==> src/rtl/serial_adder.sv <==
// Bit-serial WIDTH-bit adder: one full_adder cell, LSB first, carry held in a flop.
// Optional SERIAL_ADDER_OVF_EN adds a signed-overflow output ovf.

module full_adder (
  output logic Sout,
  output logic Cout,
  input  logic A,
  input  logic B,
  input  logic Cin
);
  assign Sout = A ^ B ^ Cin;
  assign Cout = (A & B) | (Cin & (A ^ B));
endmodule

module serial_adder #(
  parameter int WIDTH = 8
) (
  input  logic             clk,
  input  logic             rst,
  input  logic             in_valid,
  output logic             in_ready,
  input  logic [WIDTH-1:0] a,
  input  logic [WIDTH-1:0] b,
  input  logic             cin,
  output logic             out_valid,
  input  logic             out_ready,
  output logic [WIDTH-1:0] sum,
  output logic             cout
`ifdef SERIAL_ADDER_OVF_EN
  ,
  output logic             ovf
`endif
);
  localparam int CW = $clog2(WIDTH + 1);

  typedef enum logic [1:0] {IDLE, RUN, DONE} state_t;

  state_t           state;
  logic [WIDTH-1:0] opA;
  logic [WIDTH-1:0] opB;
  logic [WIDTH-1:0] result;
  logic [WIDTH-1:0] resultNext;
  logic             carry;
  logic [CW-1:0]    count;
  logic             faSum;
  logic             faCout;

  full_adder fa (
    .Sout(faSum),
    .Cout(faCout),
    .A   (opA[0]),
    .B   (opB[0]),
    .Cin (carry)
  );

  // New sum bit enters at the MSB so bit 0 lands at position 0 after WIDTH shifts.
  assign resultNext = (result >> 1) | (WIDTH'(faSum) << (WIDTH - 1));

  always_ff @(posedge clk) begin
    if (rst) begin
      state     <= IDLE;
      in_ready  <= 1'b1;
      out_valid <= 1'b0;
      sum       <= '0;
      cout      <= 1'b0;
      opA       <= '0;
      opB       <= '0;
      result    <= '0;
      carry     <= 1'b0;
      count     <= '0;
`ifdef SERIAL_ADDER_OVF_EN
      ovf       <= 1'b0;
`endif
    end else begin
      case (state)
        IDLE: begin
          if (in_valid && in_ready) begin
            opA      <= a;
            opB      <= b;
            carry    <= cin;
            count    <= '0;
            in_ready <= 1'b0;
            state    <= RUN;
          end
        end
        RUN: begin
          opA    <= opA >> 1;
          opB    <= opB >> 1;
          carry  <= faCout;
          result <= resultNext;
          count  <= count + CW'(1);
          if (count == CW'(WIDTH - 1)) begin
            sum       <= resultNext;
            cout      <= faCout;
`ifdef SERIAL_ADDER_OVF_EN
            // On the final bit the carry flop holds the carry into the MSB.
            ovf       <= carry ^ faCout;
`endif
            out_valid <= 1'b1;
            state     <= DONE;
          end
        end
        DONE: begin
          if (out_ready) begin
            out_valid <= 1'b0;
            in_ready  <= 1'b1;
            state     <= IDLE;
          end
        end
        default: state <= IDLE;
      endcase
    end
  end
endmodule

==> config.mk <==
export PLATFORM = sky130hd
export DESIGN_NAME = serial_adder
export DESIGN_NICKNAME = d
export VERILOG_FILES = /design/src/rtl/serial_adder.sv
export SDC_FILE = /design/constraint.sdc
export NUM_CORES = 1
export LEC_CHECK = 0
export ABC_CLOCK_PERIOD_IN_PS = 3470
export BUFFER_PORTS_ARGS = -buffer_cell sky130_fd_sc_hd__buf_2
export CAP_MARGIN = 30
export CORE_MARGIN = 2
export CORE_UTILIZATION = 45
export CTS_BUF_LIST = sky130_fd_sc_hd__clkbuf_8 sky130_fd_sc_hd__clkbuf_16
export DETAILED_ROUTE_END_ITERATION = 6
export MAX_ROUTING_LAYER = met4
export PLACE_DENSITY = 0.75
export SLEW_MARGIN = 10
export SYNTH_ARGS = -nofsm -noshare
export SYNTH_HDL_FRONTEND = slang
export SYNTH_SLANG_ARGS = --single-unit
==> constraint.sdc <==
create_clock -name clk -period 3.47 [get_ports clk]
set_input_delay 0.694 -clock clk [delete_from_list [all_inputs] [get_ports clk]]
set_output_delay 0.694 -clock clk [all_outputs]
set_load 0.02 [all_outputs]
# Yosys cells after proc, flatten, opt, wreduce, memory -nomap -nowiden
# Index checks and enable logic that the tools add are counted.
[totals]
mem_bits_ro = 0
wordCells = 51
memories = 0
in_bits = 21
latchBits = 0
ramBits = 0
reg_bits = 42
[op_classes]
n_reduce_logical = 10
n_addsub = 1
div = 0
order_cmp = 0
mul = 0
mux = 18
eq_ne = 6
n_bitwise = 6
n_shift = 0
[ops]
columns = ["cell", "n"]
rows = [
  ["$pmux W8 S2", 2],
  ["$mux W8", 2],
  ["$reduce_and A3 Y1", 3],
  ["$or A7 B8 Y8", 1],
  ["$pmux W4 S2", 1],
  ["$mux W2", 3],
  ["$ne A2 B2 Y1 const B", 3],
  ["$pmux W1 S2", 3],
  ["$pmux W2 S3", 1],
  ["$reduce_bool A2 Y1", 3],
  ["$mux W1", 5],
  ["$add A4 B1 Y4 const B", 1],
  ["$eq A4 B3 Y1 const B", 1],
  ["$mux W4", 1],
  ["$reduce_and A2 Y1", 2],
  ["$and A1 B1 Y1", 2],
  ["$eq A2 B1 Y1 const B", 1],
  ["$eq A2 B2 Y1 const B", 1],
  ["$logic_not A2 Y1", 1],
  ["$xor A1 B1 Y1", 2],
  ["$logic_and A1 B1 Y1", 1],
  ["$or A1 B1 Y1", 1],
]

# Logic depth before layout (Yosys ltp)
[logic_depth]
ltp_word = 4
depth_mapped = 6
depth_no_buf = 4

# By module
# From an unflattened synthesis, not the netlist that was laid out.
[hier_totals]
cells_unflattened = 194
area_unflattened_um2 = 1924.3
[by_module_without_submodules]
columns = ["module", "area_each_um2", "instances", "cells_per_inst"]
rows = [
  ["serial_adder", 1904.3, 1, 193],
  ["full_adder", 20.0, 1, 1],
]

# Worst setup path before layout
# No wires, ideal clock.
[synth_timing]
kind = "in2reg"
start = "input in_valid"
end = "register carry"
n_path_buf = 2
stages = 5
setup_slack_ns = 2.007
arrival_ns = 1.372
setup_ns = 0.091
cell_sequence = "and4bb_1 > buf_6 > buf_6 > nor3_1 > a311oi_1"
[synth_via]
elab_chain_len = 3
[synth_rtl]
columns = ["item", "line", "text"]
rows = [
  ["start, declared", "20", "input logic in_valid,"],
  ["$logic_and A1 B1 Y1", "77", "if (in_valid && in_ready) begin"],
  ["$ne A2 B2 Y1 (no source line)", "-", ""],
  ["$reduce_and A2 Y1 (no source line)", "-", ""],
  ["end signal, assigned", "80", "carry <= cin;"],
  ["end signal, assigned", "89", "carry <= faCout;"],
  ["end, declared", "43", "logic carry;"],
]
# Every way passes these cells.
# A chain may end at the register's enable or synchronous reset.

# Final worst setup path
[layout_timing]
start = "register state[1]"
end = "register opA[0]"
[layout_via]
elab_chain_len = 3
[layout_rtl]
columns = ["item", "line", "text"]
rows = [
  ["start, declared", "38", "state_t state;"],
  ["start signal, assigned", "61", "state <= IDLE;"],
  ["start signal, assigned", "83", "state <= RUN;"],
  ["start signal, assigned", "100", "state <= DONE;"],
  ["$eq A2 B1 Y1 / $logic_not A2 Y1 (equally long branches)", "75", "case (state)"],
  ["$reduce_bool A2 Y1 (no source line) / $ne A2 B2 Y1 (equally long branches)", "-", ""],
  ["$reduce_and A2 Y1 (no source line)", "-", ""],
  ["end signal, assigned", "87", "opA <= opA >> 1;"],
  ["end, declared", "39", "logic [WIDTH-1:0] opA;"],
]
# Parallel ways exist; a longest one is shown, timed or not.

==> run summary <==
Post-synth top cells - nand2_1 (48), dfxtp_1 (41), o21ai_0 (19)
Final setup fails - 0
First-pass GRT wire length - 5870 µm
Top cell type's share of synthesized area - 44.5%
Fin crit share - 54.9%
CTS Hold Buffers Added - 0
H-tree depth - 2
CTS resizes - 0
Seq cells post-synth - 41
Clock Root Buffer - clkbuf_8
Setup TNS - 0 ns
Count leader, synth - nand2_1
DP Wirelength - 2140 µm
Worst Tran Pin Value - 0.813 ns
Hold WC Path Type - flop to flop
Critical path capture point type - flop
GRT Overall Usage - 17.6%
DRT iter0 DRCs - 104
Area contributors post-synth - dfxtp_1 (44%), nand2_1 (9.8%), a311oi_1 (7.1%)
Leakage - 0.768 nW
Status - completed
Distinct cells, synth - 29
Layout cells sized above 1 - 17.5%
Core Region - 3970 µm²
Fmax - 525 MHz
WP data required - 3.67 ns
Starting Density - 46.5%
CP Launch Point - state[1]$_SDFFE_PP0P_
Largest area contributor in the netlist - dfxtp_1
Asr flop ratio synth - 0%
Vias in the first global route - 1,336
Max Root-Sink Buffers - 2
Min-delay src - out_valid$_SDFFE_PP0P_
Mapped cell area - 1850 µm²
Routed WL per cell - 11.8 µm
Synth Instances - 221
Worst reg-to-reg setup slack - 1.57 ns
Antenna diodes - 0
Sequential area share after synthesis - 44.5%
Avg Cell Area, Syn - 8.35 µm²
CP max FO - 21
Worst IR Drop VDD - 0.235 mV
Slew margin rel. - 45.8%
DIE AREA - 4630 µm²
Final hold slack - 0.462 ns
I/O Buffers - 31
Startpoint Class - flop
Syn_nets - 244
Drt via density - 5.22
I/O Pins - 32
# Max-Cap Violations - 0
Fin crit period - 1.90 ns
Die X - 68.0 µm
Row count - 23
Reg-to-reg critical path startpoint - state[1]$_SDFFE_PP0P_
Die height - 68.0 µm
Post-route ant nets - 0
Post-synth EDFFs - 0
Worst skew pair latency - 0.29 ns
Sink Count - 41
Area Growth Syn to Fin - 9.69%
DRC violations left - 0
Grt total ovfl - 0
Total CTS buffers - 5
Slew Limit Fails - 0
Synth Flop Type - dfxtp_1
Critical Setup Path Class - flop to flop
Initial antenna violation count - 0
CTS tree - done
Worst-path clk slew - 0.07 ns
Crit path DAT - 2.11 ns
Routed WL - 3410 µm
DRT Pass-1 Iters - 4
Final GP Congestion - 0.718
Final net count - 263
Largest net degree at the start of global routing - 51
# Post-CTS Setup Buffers - 0
Number of vias in the routed layout - 1,513
Power density cells - 476 nW/µm²
Synth warn - 0
RSZ-0062 raised after global routing - no
Final hold viol count - 0
Clk_skew - 0.00344 ns
-- worst max-delay path: stages (launching register included) --
cell and delay (ns):
dfxtp_1 0.48, and2b_1 0.65, buf_4 0.34, nor3_1 0.08, a311oi_1 0.26
-- registers in the layout, summed over array words and instances (netlist names), 2 cells and up --
register  count
state         2
result        7
count         4
sum           8
opA           8
opB           8
-- power by group --
part / switching (mW) / internal (mW) / leakage, nW
Clock: 0.158 / 0.157 / 0.0433
Combinational: 0.0769 / 0.0516 / 0.390
Sequential: 0.0196 / 0.500 / 0.335
Total: 0.255 / 0.709 / 0.768
-- per-stage QoR --
| stage | std cells | util, % | setup WS, ns | cell area (µm²) | total power, mW |
|---|---|---|---|---|---|
| after floorplan | 221 | - | 2.01 | 1850 | 0.645 |
| after global placement | 283 | 48.7 | 1.59 | 1930 | 0.658 |
| after detailed placement | 283 | 48.7 | 1.54 | 1930 | 0.661 |
| after CTS | 290 | 51.0 | 1.54 | 2020 | 0.977 |
| after global routing | 290 | 51.0 | 1.32 | 2020 | 1.02 |
| final | 290 | 51.0 | 1.57 | 2020 | 0.963 |
-- placed cells by master, fill, tap and decap left out, types with 2 or more instances in the layout --
master	n
clkbuf_8	6
inv_1	2
nor2b_1	10
nand2b_1	11
a21oi_1	16
nor3_1	15
buf_2	31
nand2_1	48
o21ai_0	19
dfxtp_1	41
nand3_1	9
a311oi_1	15
-- layout make-up --
cell class,instances,area [µm²]
Sequential cell,41,821
Fill cell,382,1950
Clock inverter,1,7.51
Clock buffer,6,82.6
Timing Repair Buffer,32,163
Inverter,2,7.51
Tap cell,50,62.6
Multi-Input combinational cell,158,881
-- routing by layer --
layer | track usage, % | part of all wire [%] | vias to the layer above
met2 | 27.9 | 47 | 32
met4 | 8.00 | 1.9 | 0
li1 | - | - | 804
met5 | - | 0 | -
met3 | 5.76 | 4.5 | 5
met1 | 20.2 | 47 | 672
-- kinds of logic after synthesis --
family | after synthesis | share of synthesized area, %
compound gates | 52 | 17.4
fa+ha+maj | 2 | 1.76
buf+inv | 22 | 7.80
flops | 41 | 44.5
simple gates | 104 | 28.6
-- worst paths after layout --
path                                  to  cells past startpoint
hold / removal    out_valid$_SDFFE_PP0P_                      2
setup reg to reg     opA[0]$_SDFFE_PP0P_                      4
setup / recovery     opA[0]$_SDFFE_PP0P_                      4
hold reg to reg   out_valid$_SDFFE_PP0P_                      2
Note: power is estimated with default switching activity, not from simulation.
